==> src/rtl/alu.sv <==
// Registered single-cycle ALU: one result per accepted operand set, one clock
// of latency, with a flag for carry, borrow, multiply overflow or divide-by-zero.
module alu #(
  parameter int unsigned WIDTH = 16
) (
  input  logic             clk,
  input  logic             rst_n,
  input  logic [WIDTH-1:0] a,
  input  logic [WIDTH-1:0] b,
  input  logic [2:0]       alu_sel,
  input  logic             in_valid,
  output logic [WIDTH-1:0] alu_out,
  output logic             carry_out,
  output logic             out_valid
);

  typedef enum logic [2:0] {
    OP_ADD  = 3'b000,
    OP_SUB  = 3'b001,
    OP_MUL  = 3'b010,
    OP_DIV  = 3'b011,
    OP_AND  = 3'b100,
    OP_OR   = 3'b101,
    OP_XOR  = 3'b110,
    OP_NAND = 3'b111
  } op_t;

  logic [WIDTH-1:0]   res;
  logic               res_c;
  logic [WIDTH:0]     sum;
  logic [2*WIDTH-1:0] prod;

  // Arithmetic helpers are widened so carry and the upper product half survive.
  always_comb begin
    sum  = {1'b0, a} + {1'b0, b};
    prod = {{WIDTH{1'b0}}, a} * {{WIDTH{1'b0}}, b};
  end

  // Next-result selection; an unknown select falls through to a zero result.
  always_comb begin
    res   = '0;
    res_c = 1'b0;
    case (alu_sel)
      OP_ADD: begin
        res   = sum[WIDTH-1:0];
        res_c = sum[WIDTH];
      end
      OP_SUB: begin
        res   = a - b;
        res_c = (a < b);
      end
      OP_MUL: begin
        res   = prod[WIDTH-1:0];
        res_c = |prod[2*WIDTH-1:WIDTH];
      end
      OP_DIV: begin
        if (b == '0) begin
          res   = '1;
          res_c = 1'b1;
        end else begin
          res   = a / b;
        end
      end
      OP_AND:  res = a & b;
      OP_OR:   res = a | b;
      OP_XOR:  res = a ^ b;
      OP_NAND: res = ~(a & b);
      default: begin
        res   = '0;
        res_c = 1'b0;
      end
    endcase
  end

  // Output register: capture on valid input, otherwise hold; reset clears all.
  always_ff @(posedge clk) begin
    if (!rst_n) begin
      alu_out   <= '0;
      carry_out <= 1'b0;
      out_valid <= 1'b0;
    end else begin
      out_valid <= in_valid;
      if (in_valid) begin
        alu_out   <= res;
        carry_out <= res_c;
      end
    end
  end

endmodule

==> config.mk <==
export PLATFORM = sky130hd
export DESIGN_NAME = alu
export DESIGN_NICKNAME = d
export VERILOG_FILES = /design/src/rtl/alu.sv
export SDC_FILE = /design/constraint.sdc
export NUM_CORES = 1
export LEC_CHECK = 0
export BUFFER_PORTS_ARGS = -buffer_cell sky130_fd_sc_hd__buf_2
export CORE_MARGIN = 2
export CORE_UTILIZATION = 55
export CTS_BUF_LIST = sky130_fd_sc_hd__clkbuf_16
export DETAILED_ROUTE_END_ITERATION = 10
export GPL_TIMING_DRIVEN = 0
export MAX_ROUTING_LAYER = met4
export PLACE_DENSITY = 0.81
export RECOVER_POWER = 50
export REMOVE_ABC_BUFFERS = 1
export SYNTH_ARGS = -nofsm -noshare
export SYNTH_HDL_FRONTEND = slang
export SYNTH_SLANG_ARGS = --single-unit
==> constraint.sdc <==
create_clock -name clk -period 46.4 [get_ports clk]
set_input_delay 4.64 -clock clk [delete_from_list [all_inputs] [get_ports clk]]
set_output_delay 4.64 -clock clk [all_outputs]
set_load 0.02 [all_outputs]
# Word level (Yosys, flattened, before mapping)
# Cells that the tools add are included.
dict set report word_totals {
  ff_bits 18
  in_bits 38
  out_inout_bits 18
  elab_cells 26
}
dict set report op_classes {
  add_sub_neg 2
  multipliers 1
  div_mod_pow 1
  magnitude_cmp 1
  n_eq_ne 7
  mux 4
  n_bitwise 4
  reduce_logical 3
}
# op count
set op_table {}
lappend op_table {{$pmux 16 s8} 1}
lappend op_table {{$mul 16x16->32} 1}
lappend op_table {{$add 16x16->17} 1}
lappend op_table {{$and 16x16->16} 1}
lappend op_table {{$div 16x16->16} 1}
lappend op_table {{$logic_not 16->1} 1}
lappend op_table {{$lt 16x16->1} 1}
lappend op_table {{$mux 16} 1}
lappend op_table {{$not 16->16} 1}
lappend op_table {{$or 16x16->16} 1}
lappend op_table {{$reduce_or 16->1} 1}
lappend op_table {{$sub 16x16->16} 1}
lappend op_table {{$xor 16x16->16} 1}
lappend op_table {{$eq 3x3->1 const B} 4}
lappend op_table {{$eq 3x2->1 const B} 2}
lappend op_table {{$pmux 1 s4} 1}
lappend op_table {{$eq 3x1->1 const B} 1}
lappend op_table {{$logic_not 3->1} 1}
lappend op_table {{$mux 1} 1}

# Depth between registers and ports, before layout
# Gate-level depths: netlist of the first run.
dict set report logic_depth {
  word_depth 3
  mapped_depth 140
  ltp_nobuf 126
}

# Least setup slack after synthesis of the first run
# OpenSTA, ideal clock, no wires.
dict set report synth_timing {
  kind {in2reg}
  start {input port b[6]}
  end {register alu_out[0]}
  setup_ns 0.087
  arrival_ns 30.594
  t_required_ns 46.313
  path_slack_ns 15.719
  path_stages 128
  path_buffers 14
  path_cell_list {clkbuf_1 > nor4_1 > and4_1 > clkbuf_1 > clkbuf_1 > a31oi_1 > a31oi_1 > ha_1 > o21a_1 > o21a_1 > a21oi_1 > nor2_1 > nor2_1 > a21oi_1 > ha_1 > o21ba_2 > o31a_1 > clkbuf_1 > [... 92 more ...] > o21ai_0 > a211oi_1 > o311ai_0 > a31oi_1 > o21a_1 > o21ai_2 > dlymetal6s2s_1 > mux2_2 > ha_1 > o21a_1 > o21ai_0 > nand2b_1 > a21oi_1 > nor2b_1 > o21ai_0 > a2111oi_0 > nor3_1 > o31ai_1}
}
dict set report synth_between {
  elab_chain_cells 3
  word_cells_on_any_way 4
  classes_between {div: 1; mux: 2; reduce/logical: 1}
}
# item line
set synth_rtl {}
lappend synth_rtl {{start: declaration} 9} ;# input logic [WIDTH-1:0] b,
lappend synth_rtl {{$div 16x16->16 or $logic_not 16->1 (tied branches)} {61, 57}}
lappend synth_rtl {{$mux 16 (*)} 57} ;# if (b == '0) begin
lappend synth_rtl {{$pmux 16 s8 (*)} 43} ;# case (alu_sel)
lappend synth_rtl {{end signal: assignment} 84} ;# alu_out <= res;
lappend synth_rtl {{end: declaration} 12} ;# output logic [WIDTH-1:0] alu_out,
# Every way passes the cells marked *; elsewhere a longest branch is shown, timed or not.
# A chain may end at the register's enable or synchronous reset.

# Worst setup path in the final report of the first run
dict set report layout_timing {
  start {input port b[0]}
  end {register alu_out[0]}
}
dict set report layout_between {
  elab_chain_cells 3
  word_cells_on_any_way 11
  classes_between {add/sub: 2; mul: 1; div: 1; mux: 2; bitwise: 4; reduce/logical: 1}
}
# item line
set layout_rtl {}
lappend layout_rtl {{$div 16x16->16 (tied with other cells)} 61} ;# res = a / b;
lappend layout_rtl {{$mux 16 or $not 16->16 (tied branches)} {57, 67}}
lappend layout_rtl {{$pmux 16 s8 (*)} 43}
# Marks and branches as above.

==> results of run 1 <==
-- critical path: cells and delay by family --
family,cells,cell delay [ns]
AOI/OAI and AO/OA,68,18.73
adders and majority gates,16,5.69
buffers and inverters,5,2.09
and+or+nand+nor,21,4.75
muxes,4,1.27
-- state kept, by name, summed over array words and instances, names as in the netlist --
signal / count
carry_out: 1
alu_out: 16
out_valid: 1
-- synthesized netlist by cell type, types with 21 or more instances --
master,instances
clkbuf_1,70
o21ai_0,113
fa_1,196
xnor2_1,57
o21a_1,45
a31oi_1,26
ha_1,291
xor2_1,32
nor2_1,334
mux2_2,21
nand2_1,197
o211ai_1,31
a21o_1,38
a211oi_1,32
inv_1,312
a21oi_1,159
nand3_1,29
nor3_1,62
-- through the flow --
step	instance area, sq um	hold WS (ns)
floorplan	17900	0.541
global placement	18700	0.451
detailed placement	18700	0.457
CTS	18800	0.467
global route	18800	0.488
finish	18800	0.470
-- cells by family after synthesis --
family,Yosys count
AND/OR/NAND/NOR,750
AO/OA/AOI/OAI,621
adder cells (fa/ha/maj),487
buffers and inverters,427
XOR/XNOR,89
multiplexers,41
flip-flops,18
-- final cells by class --
class	instances	area share
diodes	1	0.000133
multi-input cells	1988	0.867
well taps	442	0.0294
repair buffers	57	0.0146
clock buffers	3	0.00399
inverters	329	0.0656
flip-flops and latches	18	0.0192
-- worst min path at each step --
| stage | startpoint | endpoint | cells past startpoint |
|---|---|---|---|
| 2_1_floorplan | alu_out[14] | alu_out[14] | 2 |
| 3_3_place_gp | alu_out[14] | alu_out[14] | 2 |
| 3_5_place_dp | alu_out[1] | alu_out[1] | 2 |
| 4_1_cts | alu_out[1] | alu_out[1] | 2 |
| 5_1_grt | alu_out[1] | alu_out[1] | 2 |
| 6_report | alu_out[4] | alu_out[4] | 2 |
-- power groups by stage --
| stage | clock [uW] | sequential (uW) | combinational, uW |
|---|---|---|---|
| 2_1_floorplan | 0 | 20.8 | 785 |
| 3_3_place_gp | 0 | 18.9 | 1010 |
| 3_5_place_dp | 0 | 19.0 | 1030 |
| 4_1_cts | 19.8 | 18.6 | 1040 |
| 5_1_grt | 20.8 | 18.9 | 1180 |
| 6_report | 20.9 | 18.8 | 1060 |
-- layer usage --
layer	wire length, microns	global-route usage	vias to the layer above
met5	0	-	-
met4	3040	0.143	0
met3	6330	0.0604	196
met2	26600	0.550	1061
met1	25000	0.467	8749
li1	-	-	8297
==> metrics.md, run 1 <==
| Metric | Value |
|---|---|
| Clock transition at path regs | ~0.070 ns |
| RePlAce Congestion | 0.994 |
| Slew headroom | 0.00787 |
| DP HPWL | ~47000 microns |
| Final hold violations | 0 |
| Setup crit start kind | input pin |
| Fmax | around 0.027 GHz |
| Postcts setup bufs | 0 |
| CP max stage cell | clkinv_1 |
| Most common cell after layout, fill and taps aside | nor2_1 |
| Number of global-route vias before repair | around 18000 |
| Most common flop cell mapped by yosys | dfxtp_1 |
| Setup crit end | alu_out[0] |
| Initial antenna violation count | 1 |
| Ranking of synthesized cells by area | fa_1 21%, ha_1 20%, nor2_1 6.8% |
| R2R cell count | 10 |
| GRT Total Usage | 0.357 |
| Tmin final | between 30 and 40 ns |
| Share of cells above drive strength 1 | 0.0480 |
| Critical Path AT | between 30 and 40 ns |
| Clk buf depth | 2 |
| P_leak | roughly 0.0090 uW |
| Max Slew Vio Count | 0 |
| FF-to-FF Start | carry_out |
| Pin count of the biggest net entering global routing | between 50 and 60 |
| Worst Setup SP | b[0] |
| Largest area contributor in the netlist | fa_1 |
| Post-synthesis xor/xnor area fraction | 0.0425 |
| Worst Path Required | around 47 ns |
| Die area | between 30000 and 40000 sq um |
| Post-CTS Resized | 0 |
| DRT iter0 DRCs | 1608 |
| R2R Setup Slk | approximately 44 ns |
| Number of synthesized flops with an enable pin | 0 |
| Status | finished, violations left |
| Total power | ~1100 uW |
| Vias per cell | between 6 and 7 |
| Switching Fraction | 0.592 |
| Register area | 360 sq um |
| Io pins | 56 |
| Multi-input gate area | 16300 sq um |
| CTS HTree Levels | 1 |
| Highest-count cells in the layout ignoring fill and taps | 334 x nor2_1, 312 x inv_1, 291 x ha_1 |
| RSZ-0062 raised after global routing | false |
| CTS root buffer | clkbuf_16 |
| Int Pwr | between 400 and 500 uW |
| Filler cell count | slightly above 3000 |
| Post-Synth Adder-Cell Area | 0.412 |
| Sequential fraction of the synthesis area | 0.0196 |
| Worst-path maximum fanout | 27 |
| Clk sinks | 18 |
| CTS tree | built |
| Final nets | about 3000 |
| Via count | between 15000 and 20000 |
| Synthesized netlist cell count | roughly 2400 |
| Initial core utilization | 0.561 |
| CP Capture Type | register |
| Num CTS Buffers | 3 |
| Total placed cells including tap cells | approximately 2800 |
| Area of the mapped netlist | 18300 sq um |
| Final Util | 0.575 |
| Synth-to-layout area growth | 2.59% |
| RR Endpoint | carry_out |
| Setup WS pre-CTS | between 9 and 10 ns |
| Setup Skew | 0 ns |
| CP max stage delay | around 1.1 ns |
| Share of synthesized cell area in and, or, nand and nor gates | 0.181 |
| Cell mode on critical path | ha_1 |
| # hold bufs at CTS | 0 |
| Synth Area in Compound Gates | 0.228 |
| Sequential share of power | 0.017 |
| Async set or reset register ratio after synthesis | 0 |
| Sw Pwr | 653 uW |
| Setup TNS | 0 ns |
| Largest family of logic cells by synthesized area | adder cells |
| Tightest Pin Transition | about 1.5 ns |
| Tcrit/Tclk final | 0.799 |
| First-pass GRT wire length | between 90000 and 100000 microns |
| Clock network power share | 0.019 |
| Final Non-Filler Cells | 2838 |
| Max-Cap Viols | 1 |
| Residual DRC | 0 |
| DRT antenna net count | 0 |
| Worst hold path class | register to register |
| Post-synth top area share | 0.214 |
| Final WS setup | between 9 and 10 ns |
| Yosys warns | 0 |
| Comb pwr share | 0.964 |
| Core area | 32700 sq um |
| Buffers on Ports | 55 |
| Multiplexer share of the synthesized area | 0.0241 |
| Die H | 187 microns |
| Max VDD drop | 135 uV |
| Kind of critical path | input pin to register |
| Die X | roughly 190 microns |
| FP Rows | 66 |
| Yosys cell types | approximately 100 |
| Drt wl/cell | ~21 microns |
| Syn Area/Cell | 7.54 sq um |
| Grt ovf | 0 |
| P per Cell Area | 58.6 nW/um^2 |
| WL final | about 60000 microns |
| Final setup fails | 0 |
| Worst-Skew Late Latency | 0.27 ns |
| DR pass1 iterations | 8 |
| FF+latch count, synth | 18 |
| Failing checks | max-capacitance violations |
Note: power is estimated with default switching activity, not from simulation.
==> inputs of run 2 (changes only) <==
==> constraint.sdc (replaced) <==
create_clock -name clk -period 37.3 [get_ports clk]
set_input_delay 3.73 -clock clk [delete_from_list [all_inputs] [get_ports clk]]
set_output_delay 3.73 -clock clk [all_outputs]
set_load 0.02 [all_outputs]
==> run 2 against run 1 <==
The run now ends clean. Sequential power up 24%. Design area up 0.13%. Utilization up 0.077 points. Wire length up 0.13%. Register-to-register slack worse by 9.1 ns. Final cell count unchanged. Via count down 0.12%. Power up 24%. Non-clock buffer count unchanged.
==> metrics.md, run 2 (same netlist as run 1, synthesis figures left out) <==
| Metric | Value |
|---|---|
| Final nets | 2922 (unchanged) |
| Drt wl/cell | 21.5 microns (about the same) |
| Number of global-route vias before repair | 18100 (unchanged) |
| Setup TNS | 0 ns (unchanged) |
| Max-Cap Viols | 0 (was 1) |
| Initial core utilization | 0.561 (unchanged) |
| Tcrit/Tclk final | 0.940 |
| First-pass GRT wire length | 96900 microns (unchanged) |
| Kind of critical path | input pin to register (unchanged) |
| Status | finished, final reports clean (was finished, violations left) |
| Highest-count cells in the layout ignoring fill and taps | 333 x nor2_1, 312 x inv_1, 291 x ha_1 (was 334 x nor2_1, 312 x inv_1, 291 x ha_1) |
| Slew headroom | 0.0220 (was 0.00787) |
| Clock transition at path regs | 0.07 ns (about the same) |
| Share of cells above drive strength 1 | 0.0497 (was 0.0480) |
| CTS HTree Levels | 1 (unchanged) |
| WL final | 61000 microns (was 60900 microns) |
| Core area | 32700 sq um (unchanged) |
| DR pass1 iterations | 7 (was 8) |
| FP Rows | 66 (unchanged) |
| Final hold violations | 0 (unchanged) |
| Total placed cells including tap cells | 2833 (unchanged) |
| Switching Fraction | 0.591 (was 0.592) |
| Post-route cell area | 18800 sq um (about the same) |
| Int Pwr | 560 uW (was 450 uW) |
| Worst-path maximum fanout | 27 (unchanged) |
| Clk sinks | 18 (unchanged) |
| DP HPWL | 46600 microns (unchanged) |
| P_leak | 0.00901 uW (was 0.00900 uW) |
| RePlAce Congestion | 0.994 (unchanged) |
| Tmin final | 35.05 ns |
| Worst-Skew Late Latency | 0.26 ns (was 0.27 ns) |
| Final WS setup | 2.25 ns (was 9.31 ns) |
| Final Util | 0.576 (was 0.575) |
| Max layer used | met4 (unchanged) |
| P per Cell Area | 72.7 nW/um^2 (was 58.6 nW/um^2) |
| Synth-to-layout area growth | 2.72% (was 2.59%) |
| Vias per cell | 6.44 (was 6.45) |
| Pin count of the biggest net entering global routing | 58 (unchanged) |
| Die H | 187 microns (unchanged) |
| Area after DPL | 18700 sq um (unchanged) |
| Max Slew Vio Count | 0 (unchanged) |
| Clk buf depth | 2 (unchanged) |
| Final setup fails | 0 (unchanged) |
| Worst hold path class | register to register (unchanged) |
| Grt ovf | 0 (unchanged) |
| WL met3 | 6300 microns (was 6330 microns) |
| RSZ-0062 raised after global routing | false (unchanged) |
| Fmax | between 0.02 and 0.03 GHz |
| Critical Path AT | 35.23 ns (was 37.27 ns) |
| Max VDD drop | 167 uV (was 135 uV) |
| Regs by FF count | alu_out x16, carry_out x1, out_valid x1 (unchanged) |
| CP max stage cell | nor4_1 (was clkinv_1) |
| Clock network power share | 0.019 (about the same) |
| Final Non-Filler Cells | 2838 (unchanged) |
| Die area | 34800 sq um (unchanged) |
| Num CTS Buffers | 3 (unchanged) |
| # hold bufs at CTS | 0 (unchanged) |
| DRT antenna net count | 0 (unchanged) |
| DRT iter0 DRCs | 1858 (was 1608) |
| Max reg flops | 16 (unchanged) |
| Tightest Pin Transition | 1.47 ns (was 1.49 ns) |
| Most common cell after layout, fill and taps aside | nor2_1 (unchanged) |
| Crit path max-delay family | compound AO/OA/AOI/OAI gates (unchanged) |
| Comb pwr share | 0.964 (about the same) |
| Residual DRC | 0 (unchanged) |
| CP max stage delay | 0.76 ns (was 1.09 ns) |
| Setup WS pre-CTS | 0.826 ns (was 9.02 ns) |
| Die X | 187 microns (unchanged) |
| Via count | 18300 (about the same) |
| CTS root buffer | clkbuf_16 (unchanged) |
| Worst Path Required | 37.48 ns (was 46.58 ns) |
| CTS tree | built (unchanged) |
| GRT Total Usage | 0.357 (unchanged) |
| Crit path buf inv count | 4 (was 5) |
| Setup Skew | 0 ns (unchanged) |
| Largest reg by FF count | alu_out (unchanged) |
| Io pins | 56 (unchanged) |
| Setup crit start kind | input pin (unchanged) |
| Sequential share of power | 0.017 (about the same) |
| WL met2 | 26500 microns (was 26600 microns) |
| Buffers on Ports | 55 (unchanged) |
| Initial antenna violation count | 1 (unchanged) |
| Cell mode on critical path | ha_1 (unchanged) |
| Sw Pwr | 810 uW (was 653 uW) |
| CP Capture Type | register (unchanged) |
| Met1 wire length | 25000 microns (about the same) |
==> run 2: cell count changes in the layout (fill, tap and decap cells not counted), sizes merged <==
| cell | change |
|---|---|
| clkinv | -1 |
| clkinvlp | +1 |
==> run 2: layout make-up <==
class / instances / area (sq um)
flip-flops and latches: 18 / 360
multi-input cells: 1988 / 16300
clock buffers: 3 / 75.1
fillers: 3069 / 13900
well taps: 442 / 553
diodes: 1 / 2.50
repair buffers: 57 / 275
inverters: 329 / 1240
==> run 2: timing repair <==
action / 4_1_cts / 5_1_grt
setup buffers: 0 / 0
gates resized for setup: 0 / 5
endpoints found under the setup margin: 0 / 1
==> run 2: power by group through the flow <==
stage               sequential, uW  clock [uW]  combinational, uW
floorplan                     25.8           0                976
global placement              23.5           0               1260
detailed placement            23.6           0               1280
CTS                           23.2        24.7               1290
global route                  23.5        25.8               1470
finish                        23.4        26.0               1320
==> run 2: worst register-to-register path, delay by kind of cell (launching register included) <==
kind,cells,cell delay (ns)
compound gates,4,0.63
simple gates,6,1.30
flops,1,0.34
==> run 2: final timing paths <==
| kind | start | endpoint | slack, ns | depth (start not counted) |
|---|---|---|---|---|
| worst max register to register | carry_out | carry_out | 34.91 | 10 |
| worst max-delay path | b[9] | alu_out[0] | 2.25 | 113 |
| worst min-delay path | alu_out[4] | alu_out[4] | 0.47 | 2 |
| worst min register to register | alu_out[4] | alu_out[4] | 0.47 | 2 |
==> run 2: per-stage QoR <==
stage	total power, uW	hold slack [ns]
floorplan	1000	0.541
global placement	1280	0.451
detailed placement	1310	0.457
CTS	1340	0.467
global route	1510	0.488
finish	1370	0.470
==> run 2: metal layers <==
metal  track usage  vias up
met2         0.550     1016
met3        0.0604      209
met1         0.467     8754
met5             -        -
li1              -     8302
met4         0.143        0
==> inputs of run 3 (changes only) <==
--- a/config.mk
+++ b/config.mk
@@ -5,14 +5,14 @@
 export SDC_FILE = /design/constraint.sdc
 export NUM_CORES = 1
 export LEC_CHECK = 0
-export BUFFER_PORTS_ARGS = -buffer_cell sky130_fd_sc_hd__buf_2
 export CORE_MARGIN = 2
 export CORE_UTILIZATION = 55
 export CTS_BUF_LIST = sky130_fd_sc_hd__clkbuf_16
 export DETAILED_ROUTE_END_ITERATION = 10
+export DONT_BUFFER_PORTS = 1
 export GPL_TIMING_DRIVEN = 0
 export MAX_ROUTING_LAYER = met4
-export PLACE_DENSITY = 0.81
+export PLACE_DENSITY = 0.79
 export RECOVER_POWER = 50
 export REMOVE_ABC_BUFFERS = 1
 export SYNTH_ARGS = -nofsm -noshare
==> run 3 against run 2 <==
The flow now finishes with violations (max-capacitance violations, max-slew violations). Register-to-register slack got worse by 0.12 ns. First-iteration DRC count decreased by 5.6%. Via count is 1.0% lower. Combinational power about the same. Clock-buffer cell count did not move. Clock skew unchanged. Final cell count decreased by 1.9%. Largest cell class unchanged. Highest routed layer unchanged.
==> metrics.md, run 3 (same netlist as run 1, synthesis figures left out) <==
| Metric | Value |
|---|---|
| Status | finished, violations left (was finished, final reports clean) |
| Failing checks | max-capacitance violations, max-slew violations |
| Initial core utilization | 0.561 (unchanged) |
| RePlAce Congestion | 0.993 (was 0.994) |
| Setup TNS | 0 ns (unchanged) |
| Critical Path AT | 35.62 ns (was 35.23 ns) |
| Drt wl/cell | 22.2 microns (was 21.5 microns) |
| Pin count of the biggest net entering global routing | 58 (unchanged) |
| Buffers on Ports | 0 (was 55) |
| CTS tree | built (unchanged) |
| Clk sinks | 18 (unchanged) |
| Regs by FF count | alu_out x16, carry_out x1, out_valid x1 (unchanged) |
| Hold Crit Depth | 2 (unchanged) |
| Worst Setup SP | b[6] (was b[9]) |
| Synth-to-layout area growth | 1.32% (was 2.72%) |
| DRT antenna net count | 0 (unchanged) |
| Clock transition at path regs | 0.07 ns (about the same) |
| DRT iter0 DRCs | 1754 (was 1858) |
| Worst Path Required | 37.49 ns (was 37.48 ns) |
| Setup crit end | alu_out[0] (unchanged) |
| DP HPWL | 47200 microns (was 46600 microns) |
| RSZ-0062 raised after global routing | false (unchanged) |
| CTS HTree Levels | 1 (unchanged) |
| GRT Total Usage | 0.360 (was 0.357) |
| Final Non-Filler Cells | 2783 (was 2838) |
| Tmin final | 35.43 ns (was 35.05 ns) |
| FP Rows | 66 (unchanged) |
| Cell mode on critical path | ha_1 (unchanged) |
| Tightest Pin Transition | 1.52 ns (was 1.47 ns) |
| Worst-path maximum fanout | 27 (unchanged) |
| Tcrit/Tclk final | 0.950 (was 0.940) |
| First-pass GRT wire length | 96800 microns (was 96900 microns) |
| Max VDD drop | 143 uV (was 167 uV) |
| Die X | 187 microns (unchanged) |
| Final hold violations | 0 (unchanged) |
| R2R Setup Slk | 34.79 ns (was 34.91 ns) |
| Max reg flops | 16 (unchanged) |
| Via count | 18100 (was 18300) |
| Number of global-route vias before repair | 17800 (was 18100) |
| # hold bufs at CTS | 0 (unchanged) |
| Largest reg by FF count | alu_out (unchanged) |
| Die area | 34800 sq um (unchanged) |
| Setup crit start kind | input pin (unchanged) |
| CP Capture Type | register (unchanged) |
| Highest-count cells in the layout ignoring fill and taps | 334 x nor2_1, 312 x inv_1, 291 x ha_1 (was 333 x nor2_1, 312 x inv_1, 291 x ha_1) |
| Slew headroom | -0.0159 (was 0.0220) |
| Vias per cell | 6.50 (was 6.44) |
| Final nets | 2867 (was 2922) |
| Grt ovf | 0 (unchanged) |
| RR Endpoint | carry_out (unchanged) |
| DR pass1 iterations | 7 (unchanged) |
| Max Slew Vio Count | 26 (was 0) |
| Clk buf depth | 2 (unchanged) |
| Share of cells above drive strength 1 | 0.0337 (was 0.0497) |
| Die H | 187 microns (unchanged) |
| Initial antenna violation count | 0 (was 1) |
| Residual DRC | 0 (unchanged) |
| Total placed cells including tap cells | 2779 (was 2833) |
| Max-Cap Viols | 2 (was 0) |
| CP max stage delay | 0.91 ns (was 0.76 ns) |
| Kind of critical path | input pin to register (unchanged) |
| Postcts setup bufs | 0 (unchanged) |
| Final Util | 0.568 (was 0.576) |
| P_leak | 0.00884 uW (was 0.00901 uW) |
| Num CTS Buffers | 3 (unchanged) |
| Setup Skew | 0 ns (unchanged) |
| WL final | 61900 microns (was 61000 microns) |
| Diode count | 0 (was 1) |
| Worst-Skew Late Latency | 0.27 ns (was 0.26 ns) |
| Io pins | 56 (unchanged) |
| Worst hold path class | register to register (unchanged) |
| CTS root buffer | clkbuf_16 (unchanged) |
| P per Cell Area | 73.2 nW/um^2 (was 72.7 nW/um^2) |
| FF-to-FF Start | carry_out (unchanged) |
| Core area | 32700 sq um (unchanged) |
| CP max stage cell | nor2_1 (was nor4_1) |
| Final setup fails | 0 (unchanged) |
| Fmax | 0.0282 GHz (was 0.0285 GHz) |
| R2R cell count | 10 (unchanged) |
| Most common cell after layout, fill and taps aside | nor2_1 (unchanged) |
==> run 3: what timing repair did <==
action                     4_1_cts  5_1_grt
setup endpoints to repair        0        1
hold endpoints to repair         0        0
gates resized for setup          0        2
==> run 3: metrics by stage <==
stage	area, sq um	hold slack [ns]	power, uW	setup WS [ns]
after floorplan	17900	0.541	1000	7.55
after global routing	18600	0.605	1510	0.156
after CTS	18600	0.580	1330	1.86
after detailed placement	18500	0.570	1300	1.71
after global placement	18400	0.558	1270	1.18
final	18600	0.584	1360	1.87
==> run 3: worst min path at each step <==
stage / end / slack (ns) / from
2_1_floorplan: alu_out[14] / 0.54 / alu_out[14]
3_3_place_gp: alu_out[14] / 0.56 / alu_out[14]
3_5_place_dp: alu_out[4] / 0.57 / alu_out[4]
4_1_cts: alu_out[4] / 0.58 / alu_out[4]
5_1_grt: alu_out[14] / 0.61 / alu_out[14]
6_report: alu_out[4] / 0.58 / alu_out[4]
==> run 3: critical path, delay by kind of cell <==
| family | cells | cell delay, ns |
|---|---|---|
| adder cells (fa/ha/maj) | 15 | 5.01 |
| AND/OR/NAND/NOR | 23 | 6.33 |
| multiplexers | 4 | 1.27 |
| AO/OA/AOI/OAI | 70 | 18.56 |
| buffers and inverters | 3 | 0.62 |
==> run 3: per-layer routing <==
layer | track usage | up-vias | routed length (microns)
li1 | - | 8190 | -
met1 | 0.460 | 8789 | 25000
met2 | 0.560 | 911 | 27400
met3 | 0.0724 | 203 | 6630
met4 | 0.139 | 0 | 2900
met5 | - | - | 0
==> run 3: layout make-up <==
type | count | area, sq um
multi-input combinational | 1988 | 16300
fill | 3144 | 14100
inverter | 329 | 1230
tap | 442 | 553
sequential | 18 | 360
clock buffer | 3 | 75.1
timing repair buffer | 2 | 26.3
clock inverter | 1 | 3.75
==> run 3: power by group <==
group | switching, uW | internal [uW]
Clock | 12.0 | 14.5
Combinational | 781 | 525
Sequential | 5.05 | 21.5
Total | 798 | 561
